$ cat config.mk
export PLATFORM = sky130hd
export DESIGN_NAME = turn_signal_conditioner_flat
export DESIGN_NICKNAME = d
export VERILOG_FILES = /design/src/rtl/turn_signal_conditioner_if.sv /design/src/rtl/turn_signal_conditioner.sv /design/src/flat_wrapper.sv
export SDC_FILE = /design/constraint.sdc
export NUM_CORES = 1
export LEC_CHECK = 0
export CAP_MARGIN = 20
export CORE_UTILIZATION = 46
export DETAILED_ROUTE_END_ITERATION = 10
export PLACE_DENSITY = 0.72
export RECOVER_POWER = 100
export SYNTH_ARGS = -nofsm -noshare
export SYNTH_HDL_FRONTEND = slang
export SYNTH_SLANG_ARGS = --single-unit
$ cat constraint.sdc
create_clock -name Clk -period 1.1 [get_ports Clk]
set_input_delay 0.11 -clock Clk [delete_from_list [all_inputs] [get_ports Clk]]
set_output_delay 0.11 -clock Clk [all_outputs]
set_load 0.05 [all_outputs]
$ cat src/rtl/turn_signal_conditioner_if.sv
// turn_signal_conditioner_if
// Signal bundle between the raw stalk/hazard switches, the conditioner and
// the tail-light sequencer. The master side drives the raw switch levels and
// observes the clean requests; the slave side is the conditioner itself.
`timescale 1ns/1ps

interface turn_signal_conditioner_if;
    logic Lraw;
    logic Rraw;
    logic Hraw;
    logic L;
    logic R;
    logic Haz;
    logic Tick;

    modport master (
        output Lraw,
        output Rraw,
        output Hraw,
        input  L,
        input  R,
        input  Haz,
        input  Tick
    );

    modport slave (
        input  Lraw,
        input  Rraw,
        input  Hraw,
        output L,
        output R,
        output Haz,
        output Tick
    );
endinterface

$ cat src/rtl/turn_signal_conditioner.sv
// turn_signal_conditioner
// Input stage for the Thunderbird tail-light sequencer. Synchronizes and
// debounces the raw left, right and hazard switch levels, merges hazard into
// the clean L/R requests and produces a free-running Tick step enable.
//
// Optional build macro: HAZARD_LATCH_EN
//   defined   - the hazard switch is a push-button; each debounced press
//               toggles the hazard state.
//   undefined - the hazard state simply follows the debounced hazard level.
`timescale 1ns/1ps

module turn_signal_conditioner #(
    parameter int DEB_CYCLES = 4,
    parameter int TICK_DIV   = 4
) (
    input  logic                       Clk,
    input  logic                       Rs,
    turn_signal_conditioner_if.slave   io
);

    // Debounce counter must be able to hold DEB_CYCLES-1 with headroom.
    localparam int CW = $clog2(DEB_CYCLES) + 1;
    localparam logic [CW-1:0] DEB_LAST = CW'(DEB_CYCLES - 1);

    // Prescaler width; TICK_DIV is at least 2 so this is never zero.
    localparam int TW = (TICK_DIV > 1) ? $clog2(TICK_DIV) : 1;
    localparam logic [TW-1:0] TICK_LAST = TW'(TICK_DIV - 1);

    // Bit positions of the three switches in the packed vectors below.
    localparam int IDX_L = 0;
    localparam int IDX_R = 1;
    localparam int IDX_H = 2;

    logic [2:0]    raw_vec;
    logic [2:0]    sync1;
    logic [2:0]    sync2;
    logic [2:0]    deb_level;
    logic [2:0]    deb_level_next;
    logic [CW-1:0] deb_cnt      [3];
    logic [CW-1:0] deb_cnt_next [3];
    logic [TW-1:0] tick_cnt;
    logic          hz_state;

    assign raw_vec = {io.Hraw, io.Rraw, io.Lraw};

    // Two-flop synchronizer so nothing downstream ever sees a raw pin.
    always_ff @(posedge Clk or posedge Rs) begin
        if (Rs) begin
            sync1 <= '0;
            sync2 <= '0;
        end else begin
            sync1 <= raw_vec;
            sync2 <= sync1;
        end
    end

    // Per-input debounce: count consecutive disagreements, adopt the new level
    // on the edge where the count would reach DEB_CYCLES, clear on agreement.
    always_comb begin
        deb_level_next = deb_level;
        for (int i = 0; i < 3; i++) begin
            deb_cnt_next[i] = '0;
            if (sync2[i] != deb_level[i]) begin
                if (deb_cnt[i] == DEB_LAST) begin
                    deb_level_next[i] = sync2[i];
                end else begin
                    deb_cnt_next[i] = deb_cnt[i] + CW'(1);
                end
            end
        end
    end

    // Debounced levels and their counters; reset discards partial counts.
    always_ff @(posedge Clk or posedge Rs) begin
        if (Rs) begin
            deb_level <= '0;
            for (int i = 0; i < 3; i++) begin
                deb_cnt[i] <= '0;
            end
        end else begin
            deb_level <= deb_level_next;
            for (int i = 0; i < 3; i++) begin
                deb_cnt[i] <= deb_cnt_next[i];
            end
        end
    end

`ifdef HAZARD_LATCH_EN
    typedef enum logic {
        HZ_OFF = 1'b0,
        HZ_ON  = 1'b1
    } hz_state_t;

    hz_state_t hz_cur;
    hz_state_t hz_nxt;
    logic      hz_press;

    // A press is the edge on which the debounced hazard level rises, so the
    // toggle lands on the same edge as the debounced level changes.
    assign hz_press = deb_level_next[IDX_H] & ~deb_level[IDX_H];

    // Hazard toggle register.
    always_ff @(posedge Clk or posedge Rs) begin
        if (Rs) begin
            hz_cur <= HZ_OFF;
        end else begin
            hz_cur <= hz_nxt;
        end
    end

    // Flip state once per press; holding or releasing the button does nothing.
    always_comb begin
        hz_nxt = hz_cur;
        if (hz_press) begin
            case (hz_cur)
                HZ_OFF:  hz_nxt = HZ_ON;
                HZ_ON:   hz_nxt = HZ_OFF;
                default: hz_nxt = HZ_OFF;
            endcase
        end
    end

    assign hz_state = (hz_cur == HZ_ON);
`else
    // Level mode: hazard is active exactly while the debounced switch is on.
    assign hz_state = deb_level[IDX_H];
`endif

    // Free-running prescaler, 0..TICK_DIV-1, independent of switch activity.
    always_ff @(posedge Clk or posedge Rs) begin
        if (Rs) begin
            tick_cnt <= '0;
        end else if (tick_cnt == TICK_LAST) begin
            tick_cnt <= '0;
        end else begin
            tick_cnt <= tick_cnt + TW'(1);
        end
    end

    // Outputs come only from registers. Both stalks on without hazard gives
    // L=R=1 with Haz=0; the sequencer decides what that means.
    assign io.L    = deb_level[IDX_L] | hz_state;
    assign io.R    = deb_level[IDX_R] | hz_state;
    assign io.Haz  = hz_state;
    assign io.Tick = (tick_cnt == TICK_LAST);

endmodule
$ cat src/flat_wrapper.sv
// flat-port wrapper written by rule: the top's interface ports become plain ports
module turn_signal_conditioner_flat 
#(
    parameter int DEB_CYCLES = 4,
    parameter int TICK_DIV   = 4
)
  (Clk, Rs, io_Lraw, io_Rraw, io_Hraw, io_L, io_R, io_Haz, io_Tick);
  turn_signal_conditioner_if io_i ();
  input  logic Clk;
  input  logic Rs;
  input wire logic [$bits(io_i.Lraw)-1:0] io_Lraw;
  input wire logic [$bits(io_i.Rraw)-1:0] io_Rraw;
  input wire logic [$bits(io_i.Hraw)-1:0] io_Hraw;
  output wire logic [$bits(io_i.L)-1:0] io_L;
  output wire logic [$bits(io_i.R)-1:0] io_R;
  output wire logic [$bits(io_i.Haz)-1:0] io_Haz;
  output wire logic [$bits(io_i.Tick)-1:0] io_Tick;
  assign io_i.Lraw = io_Lraw;
  assign io_i.Rraw = io_Rraw;
  assign io_i.Hraw = io_Hraw;
  assign io_L = io_i.L;
  assign io_R = io_i.R;
  assign io_Haz = io_i.Haz;
  assign io_Tick = io_i.Tick;
  turn_signal_conditioner #(.DEB_CYCLES(DEB_CYCLES), .TICK_DIV(TICK_DIV)) u_core (.Clk(Clk), .Rs(Rs), .io(io_i));
endmodule
==> impl_metrics.env, run 1 <==
export IMPL_fin_ws_ps=-133
export IMPL_drc=0
export IMPL_switching_share_pct=31.8
export IMPL_grt_max_degree=21
export IMPL_r2r_setup_slack_ps=-40
export IMPL_irDropWorstVdd_mv=1.61
export IMPL_ant_nets=0
export IMPL_whs_ps=345
export IMPL_placed_area_um2=890
export IMPL_portBuffers=8
export IMPL_syn_num_nets=55
export IMPL_max_freq_mhz=811
export IMPL_post_route_period_util_pct=112
export IMPL_violations="setup timing"
export IMPL_design_area_um2=1110
export IMPL_netlist_area_leader_share_pct=68.0
export IMPL_track_usage_pct=15.6
export IMPL_combPwrFrac_pct=50.7
export IMPL_clkPwrFrac_pct=14.5
export IMPL_drv_cap=0
export IMPL_core_um2=1510
export IMPL_holdBufCountCts=0
export IMPL_fin_nets=86
export IMPL_yosysWarnings=0
export IMPL_synth_cell_types=12
export IMPL_viasPerCell=4.79
export IMPL_crit_arrival_ps=1120
export IMPL_cts_buffers=3
export IMPL_wirelength_um=1200
export IMPL_hold_path_class="in2async"
export IMPL_dp_hpwl_um=652
export IMPL_yosysTopAreaCell="dfrtp_1"
export IMPL_cts_sinks=20
export IMPL_power_static_leakage_uw=0.000538
export IMPL_rr_startpoint="u_core.deb_cnt[7]"
export IMPL_ys_seq_elements=20
export IMPL_firstDrtPassIters=1
export IMPL_place_ws_ps=-28.2
export IMPL_dieWidth_um=42.0
export IMPL_antenna_found_initial=0
export IMPL_root_buffer="clkbuf_4"
export IMPL_antennaDiodeCount=0
export IMPL_vias=441
export IMPL_p_per_area_nw_per_um2=2540
export IMPL_drive_gt1_share_pct=57.9
export IMPL_rsz0062_at_grt="yes"
export IMPL_wl_per_cell_um=13.1
export IMPL_p_sw_uw=900
export IMPL_gp_congestion=0.655
export IMPL_fin_util_pct=74.0
export IMPL_die_area_um2=1760
export IMPL_cts_buffer_depth=2
export IMPL_synth_area_top_cells="dfrtp_1 68%, ha_1 6.8%, nor2b_4 5.6%"
export IMPL_ioPinCount=9
export IMPL_die_h_um=42.0
export IMPL_worstMarginPinSlew_ps=476
export IMPL_syn_area_per_cell_um2=16.0
export IMPL_overflow=0
export IMPL_seqPwrFrac_pct=34.7
export IMPL_start_util_pct=48.8
export IMPL_path_class="reg2out"
export IMPL_final_min_clock_period_ps=1230
export IMPL_grt_pass1_wl_um=1970
export IMPL_setup_viol=8
export IMPL_synth_area_um2=736
export IMPL_fp_row_count=14
export IMPL_hold_violations=0
export IMPL_status="finished, violations left"
export IMPL_fin_skew_ps=2.35
export IMPL_first_iter_violations=0
export IMPL_maxSlewViolCount=0
export IMPL_worst_setup_path_start_kind="flop"
export IMPL_htreeDepth=1
export IMPL_grt_pass1_vias=457
export IMPL_synth_cells=46
export IMPL_reg2reg_to="u_core.deb_level[0]"
export IMPL_slew_headroom_pct=68.3
export IMPL_worst_r2r_cell_count=3
export IMPL_cp_required_ps=990
export IMPL_end_kind="output pin"
export IMPL_p_int_uw=1930
export IMPL_clk_pin_slew_ps=110
export IMPL_area_growth_pct=51.5
export IMPL_worst_path_max_fanout=3
export IMPL_worstSkewPairLatency_ps=290
export IMPL_cts_tree="done"
export IMPL_seq_area_frac_synth_pct=68.0
## stage by stage
| step | cells | TNS (ps) | power, µW |
|---|---|---|---|
| after floorplan | 46 | 0 | 1560 |
| after global placement | 75 | -19.4 | 1840 |
| after detailed placement | 75 | -39.2 | 1860 |
| after CTS | 88 | -456 | 2650 |
| after global routing | 92 | -904 | 3000 |
| final | 92 | -531 | 2830 |
## registers in the layout, summed over array words and instances (netlist names)
signal / count
u_core.deb_cnt: 9
u_core.deb_level: 3
u_core.sync1: 3
u_core.sync2: 3
u_core.tick_cnt: 2
## routing by layer
metal | wire length (µm) | vias up | track usage, %
met3 | 23 | 2 | 3.88
li1 | - | 211 | -
met4 | 15 | 0 | 7.74
met1 | 520 | 221 | 18.9
met2 | 642 | 7 | 25.9
met5 | 0 | - | 0
## power groups by stage
stage          logic (µW)  registers, µW  clock network, µW
2_1_floorplan         510           1050                  0
6_report             1440            984                412
4_1_cts              1240            986                418
3_3_place_gp          826           1020                  0
3_5_place_dp          844           1020                  0
5_1_grt              1540           1000                454
## worst max-delay path, cell delays in order (launching register included)
cell	delay, ps
dfrtp_2	440
or2_4	240
buf_8	150
## worst max path at each step
stage                              startpoint                  end  slack, ps  depth (start not counted)
after CTS                 u_core.deb_level[2]                 io_R       -140                          2
after detailed placement    u_core.deb_cnt[6]  u_core.deb_level[0]        -30                          3
after global routing      u_core.deb_level[2]                 io_R       -170                          2
final                     u_core.deb_level[2]                 io_R       -130                          2
after global placement      u_core.deb_cnt[6]  u_core.deb_level[0]        -20                          3
after floorplan             u_core.deb_cnt[0]  u_core.deb_level[2]          9                          3
## cells in the final DEF, fill, tap and decap left out, types with 2 or more instances in the layout
cell	synthesis	routed
nor2b_4	3	3
mux2_4	0	3
ha_2	0	2
dfrtp_1	20	19
nor3_1	3	2
nor3b_2	1	3
ha_1	4	2
dlygate4sd3_1	0	4
nor3b_1	4	2
buf_4	0	13
buf_6	0	3
clkbuf_4	0	3
buf_8	0	2
buf_12	0	2
or2_4	0	2
xnor2_2	0	2
## Yosys cell counts
cell type	count
nor2b_4	3
inv_1	1
dfrtp_1	20
nor3b_1	4
nor3_1	3
nor3b_2	1
ha_1	4
nor2_1	1
xnor2_1	3
or2_2	2
nor2b_1	1
mux2_2	3
## repair_timing
action,in CTS,in global routing
buffers inserted,9,4
gates resized for setup,17,9
setup endpoints to repair,6,14
pin swaps,6,3
## final cells by class
class / instances / area [µm²]
clock buffer: 4 / 36.3
fill: 96 / 392
inverter: 1 / 3.75
multi-input combinational: 25 / 302
sequential: 20 / 502
tap: 16 / 20.0
timing repair buffer: 26 / 251
## cells by family after synthesis
family | Yosys count | synth area share [%]
xor gates and xnor gates | 3 | 3.57
adders and majority gates | 4 | 6.80
buffers and inverters | 1 | 0.510
DFF | 20 | 68.0
muxes | 3 | 4.59
and+or+nand+nor | 15 | 16.5
(Power assumes the default switching activity.)
==> run 2: changes to the inputs <==
ABC_CLOCK_PERIOD_IN_PS = 1100   (was unset)
==> results of run 2 <==
The final DEF is identical to that of run 1; final timing and power are the same.
==> patch 1: new RTL, settings of run 2 <==
`TICK_DIV` is set to 4 in 2 places; all go to 8.
--- a/src/rtl/turn_signal_conditioner.sv
+++ b/src/rtl/turn_signal_conditioner.sv
@@ -13,3 +13,3 @@
     parameter int DEB_CYCLES = 4,
-    parameter int TICK_DIV   = 4
+    parameter int TICK_DIV   = 8
 ) (
--- a/src/flat_wrapper.sv
+++ b/src/flat_wrapper.sv
@@ -4,3 +4,3 @@
     parameter int DEB_CYCLES = 4,
-    parameter int TICK_DIV   = 4
+    parameter int TICK_DIV   = 8
 )
Behaviour: not the same (a bounded check fails within 4 cycles, from zero or initial values).
==> patch 1 against run 2 <==
The flow still finishes with violations (setup timing). Non-clock buffer count up 1. Total power grew 1.1%. Cell area rose by 5.8%. Combinational power grew 3%. Sequential cell count is 1 higher. Synthesized area is 7.0% higher. Clock power fell by 14%. Maximum frequency shrank 5.7%. Setup slack got worse by 0.075 ns. Wire length grew 13%. Clock skew increased by 0.0019 ns.
==> patch 1: results (changes against run 2) <==
Routing:
- The routed length on met1 is 541 um (+4.0%).
- The number of vias per cell is 4.89 (+2.1%).
- The top layer reached by signal wires is met4.
- The DRC violation total after the first TritonRoute iteration is 2 (+2).
- The first-pass iteration count of the detailed router is 3 (+2).
- The met3 layer wire length in the routed design was 28 um (+22%).
- The detailed-route wire length was 1.36 mm (+13%).
- The total length of routed met2 wires is 779 um (+21%).

Clock network:
- The CTS clock-pin slew for the worst setup and hold paths is 0.11 ns (about the same).
- The tree is rooted in a sky130_fd_sc_hd__clkbuf_4.
- The buffer levels on the longest clock path is 2 (unchanged).

Setup path:
- The largest fanout on the critical path is 2 (-1).
- The reg-to-reg endpoint is u_core.deb_level[1].
- The number of cells on the worst reg-to-reg path is 3 (unchanged).
- The minimum setup slack among reg-to-reg paths came to -0.04 ns (about the same).
- The worst register-to-register path begins at u_core.deb_cnt[3].
- The worst endpoint data arrival time is 1.20 ns (+0.08 ns).

Yosys:
- The commonest cells after synthesis are 21 x sky130_fd_sc_hd__dfrtp_1, 5 x sky130_fd_sc_hd__ha_1, 3 x sky130_fd_sc_hd__nor2b_4, 3 x sky130_fd_sc_hd__nor3b_2, 3 x sky130_fd_sc_hd__xnor2_1.
- The number of library cell types mapped by synthesis was 14 (+2).
- The share of the yosys chip area belonging to registers is 66.8% (-1.3 points).
- The number of nets in the synthesized netlist is 58 (+5.5%).
- In the post-synthesis netlist, the biggest area contributors are sky130_fd_sc_hd__dfrtp_1 67%, sky130_fd_sc_hd__ha_1 7.9%, sky130_fd_sc_hd__nor2b_4 5.2%, sky130_fd_sc_hd__nor3b_2 4.8%, sky130_fd_sc_hd__xnor2_1 3.3%.
- The number of synthesis warnings is 0 (unchanged).
- The number of instances in the synthesized netlist is 48 (+4.3%).

Global route:
- The largest net degree at the start of global routing is 22 (+4.8%).
- The initial antenna violation count is 0 (unchanged).
- The global routing usage summed across all routing layers came to 17.1% (+1.5 points).
- The via count of the first global-routing pass is 518 (+13%).
- The global-route wire length before repair was 2.24 mm (+14%).

Power and ir drop:
- The highest ir drop seen on vdd is 1.21 mV (-25%).
- The leakage power total came to 0.559 nW (+3.9%).
- The switching power of the nets is 0.926 mW (+2.9%).

Status:
- The run finished, with violations left.
- The final reports fail on setup timing.

Cells and area:
- The number of diodes is 0 (unchanged).
- The number of nets in the layout is 90 (+4.7%).
- The filler-free cell count of the finished design was 95 (+3.3%).
- The fraction of layout cells with a size suffix above 1 is 59.5% (+1.6 points).
- The register ranked first by flip-flop count is u_core.deb_cnt.

Placement:
- The number of cells in the design after placement is 79 (+5.3%).
- The post-placement worst setup slack was -0.0604 ns (-0.0321 ns).
- The count of buffers from port buffering is 8 (unchanged).
- The post-detailed-placement half-perimeter wirelength came to 822 um (+26%).
- The routability congestion estimate from global placement is 0.718 (+9.7%).

STA:
- The largest clock skew in the final design is 0.00426 ns (+0.00191 ns).
- The number of setup violations in the final report is 7 (-1).
- The total negative slack is -0.723 ns (-0.192 ns).
- The transition time at the pin with the least slew margin came to 0.500 ns (+0.0244 ns).
- The smallest setup slack after layout is -0.208 ns (-0.0748 ns).
[patch 1: changes by cell type after synthesis, sizes merged]
cell          run 2  this run
dfrtp            20        21
ha                4         5
nor2b             4         5
nor3b             5         4
[patch 1: final cells by class]
cell class / instances / area [sq um]
inverters: 1 / 3.75
fillers: 93 / 379
well taps: 16 / 20.0
repair buffers: 27 / 265
flip-flops and latches: 21 / 526
multi-input cells: 26 / 338
clock inverters: 1 / 5.00
clock buffers: 3 / 22.5
[patch 1: logic make-up after synthesis]
family                   share of synthesized area [%]
AND/OR/NAND/NOR                                   17.2
adder cells (fa/ha/maj)                           7.95
buffers and inverters                            0.476
flip-flops                                        66.8
multiplexers                                      4.29
XOR/XNOR                                          3.34
[patch 1: worst max-delay path, stage by stage (launching register included)]
cell and delay [ns]:
sky130_fd_sc_hd__dfrtp_1 0.43, sky130_fd_sc_hd__ha_4 0.17, sky130_fd_sc_hd__ha_4 0.16, sky130_fd_sc_hd__buf_12 0.14
[patch 1: timing repair]
item                                   4_1_cts  5_1_grt
setup endpoints to repair                    7       13
gates resized for setup                     16        5
endpoints found under the hold margin        0        0
pin swaps                                    7        5
buffers inserted                            10        2
[patch 1: power by group through the flow]
stage          sequential (mW)  combinational, mW  clock [mW]
3_3_place_gp              1.03              0.908           0
4_1_cts                   1.02               1.35       0.368
3_5_place_dp              1.05              0.928           0
6_report                  1.03               1.48       0.353
2_1_floorplan             1.09              0.528           0
5_1_grt                   1.05               1.58       0.397
[patch 1: worst max-delay path by stage]
stage	start	end	slack, ns
global route	u_core.tick_cnt[0]	io_Tick	-0.26
global placement	u_core.deb_cnt[0]	u_core.deb_level[2]	-0.008
CTS	u_core.tick_cnt[0]	io_Tick	-0.22
finish	u_core.tick_cnt[0]	io_Tick	-0.21
floorplan	u_core.deb_level[2]	io_L	-0.08
detailed placement	u_core.deb_cnt[3]	u_core.deb_level[1]	-0.06
[patch 1: per-stage QoR]
| stage | utilization, % | area [sq um] | hold WS (ns) | power [mW] |
|---|---|---|---|---|
| 2_1_floorplan | - | 795 | 0.0865 | 1.62 |
| 3_3_place_gp | 61.7 | 962 | 0.333 | 1.94 |
| 3_5_place_dp | 61.7 | 962 | 0.342 | 1.98 |
| 4_1_cts | 72.5 | 1130 | 0.125 | 2.74 |
| 5_1_grt | 75.7 | 1180 | 0.355 | 3.02 |
| 6_report | 75.7 | 1180 | 0.345 | 2.86 |
[patch 1: metal layers]
metal  vias up  global-route usage (%)
li1        222                       -
met1       234                    20.3
met2         7                    30.9
met3         2                    2.50
met4         0                    7.50
met5         -                       0
==> patch 2: new RTL, config.mk and constraints of run 2 <==
Without the edit above. Build with the macro `HAZARD_LATCH_EN` defined.
--- a/src/rtl/turn_signal_conditioner.sv
+++ b/src/rtl/turn_signal_conditioner.sv
@@ -10,2 +10,4 @@
 `timescale 1ns/1ps
+
+`define HAZARD_LATCH_EN
 
Check against the original RTL: no difference found for any inputs over 10 cycles, from zero or initial values; that may be too few to reach the edited logic, so the function may still have changed.
==> patch 2 against run 2 <==
The run still ends with setup timing left. Sequential cell count rose by 1. Clock skew up 0.0047 ns. Synthesized area increased by 4.8%. Die area up 4.6%. Cell area fell by 3.1%. Sequential power up 8%. Wire length up 7.1%. Total power is 2.8% lower. Largest power group unchanged. Setup slack barely moved.
==> patch 2: results (changes against run 2) <==
Yosys:
- By area the synthesized netlist is led by sky130_fd_sc_hd__dfrtp_1 68%, sky130_fd_sc_hd__ha_1 6.5%, sky130_fd_sc_hd__nor3b_1 4.9%, sky130_fd_sc_hd__xnor2_1 3.4%, sky130_fd_sc_hd__mux2_1 2.9%.
- The share of the yosys chip area belonging to registers is 68.2% (+0.15 points).
- The share of synthesized area spent on multiplexers is 4.87% (+0.28 points).
- The adder-cell share of the synthesized area came to 6.49% (-0.31 points).
- The synthesized area divided by synthesized cell count is 15.7 sq um (-1.7%).

Cells and area:
- The number of sequential storage elements was 21 (+5.0%).
- The number of combinational gates with multiple inputs is 27 (+8.0%).
- The non-clock buffer instance count of the final layout is 18 (-31%).
- The number of nets in the layout is 81 (-5.8%).
- The area growth from synthesis to layout is 40.1%.
- The fraction of layout cells with a size suffix above 1 is 49.3% (-8.6 points).
- The non-clock buffer contribution to total cell area is 16.8% (-5.8 points).
- The register cell area after layout is 526 sq um (+4.7%).
- The share of cell area taken by flip-flops and latches came to 48.7% (+3.7 points).

Setup path:
- The worst setup path startpoint is u_core.io.Haz.
- The worst register-to-register path ends at u_core.deb_cnt[7].
- The highest cell delay on the worst timing path is 0.41 ns (-0.03 ns).
- The origin of the critical flop-to-flop path is u_core.deb_cnt[6].
- Among all stages on the critical path, the largest delay is contributed by sky130_fd_sc_hd__dfrtp_1.

Status:
- The flow ran to the end, but the final reports show violations.
- The final reports fail on setup timing.

STA:
- The number of setup violations in the final report is 9 (+1).
- The smallest setup slack after layout is -0.133 ns (+0.000137 ns).
- The transition time at the pin with the least slew margin is 0.489 ns (+0.0139 ns).

Global route:
- The largest net degree at the start of global routing came to 22 (+4.8%).
- The global routing usage summed across all routing layers is 15.6% (+0.020 points).
- The global-route wire length before repair is 2.06 mm (+4.6%).
- The routing usage on met1 is 19.0% (+0.10 points).
- The met3 layer usage reported by global route is 5.11% (+1.2 points).

Placement:
- The post-detailed-placement half-perimeter wirelength is 774 um (+19%).
- The routability congestion estimate from global placement is 0.680 (+3.9%).
- The post-detailed-placement cell area is 936 sq um (+5.2%).
- The number of cells in the design after placement was 78 (+4.0%).

Routing:
- The DRC violation total after the first TritonRoute iteration is 2 (+2).
- The total length of routed met2 wires is 734 um (+14%).
- The first-pass iteration count of the detailed router was 2 (+1).
- The detailed-route wire length was 1.29 mm (+7.1%).
- The met3 layer wire length in the routed design is 35 um (+52%).

Power and ir drop:
- The leakage power total came to 0.505 nW (-6.2%).
- The sequential-cell power consumption was 1.06 mW (+8%).
- The share of total power consumed by net switching is 34.2% (+2.4 points).
- The overall power was 2.75 mW (-2.8%).
==> patch 2: cell types whose count changed after synthesis <==
cell                       before  now
sky130_fd_sc_hd__mux2_4         0    1
sky130_fd_sc_hd__mux2_2         3    0
sky130_fd_sc_hd__mux2_1         0    2
sky130_fd_sc_hd__nor3b_2        1    0
sky130_fd_sc_hd__xor2_1         0    1
sky130_fd_sc_hd__dfrtp_1       20   21
sky130_fd_sc_hd__nor2b_2        0    2
sky130_fd_sc_hd__and4bb_1       0    1
sky130_fd_sc_hd__nor2b_4        3    1
sky130_fd_sc_hd__nor3b_1        4    5
==> patch 2: worst min path at each step <==
stage	start	end	slack, ns	cells after the start
after floorplan	Rs	u_core.deb_cnt[0]	0.09	1
after global placement	u_core.sync1[1]	u_core.sync2[1]	0.33	0
after detailed placement	u_core.sync1[2]	u_core.sync2[2]	0.34	0
after CTS	Rs	u_core.deb_cnt[0]	0.11	3
after global routing	io_Hraw	u_core.sync1[2]	0.33	1
final	Rs	u_core.deb_cnt[1]	0.33	3
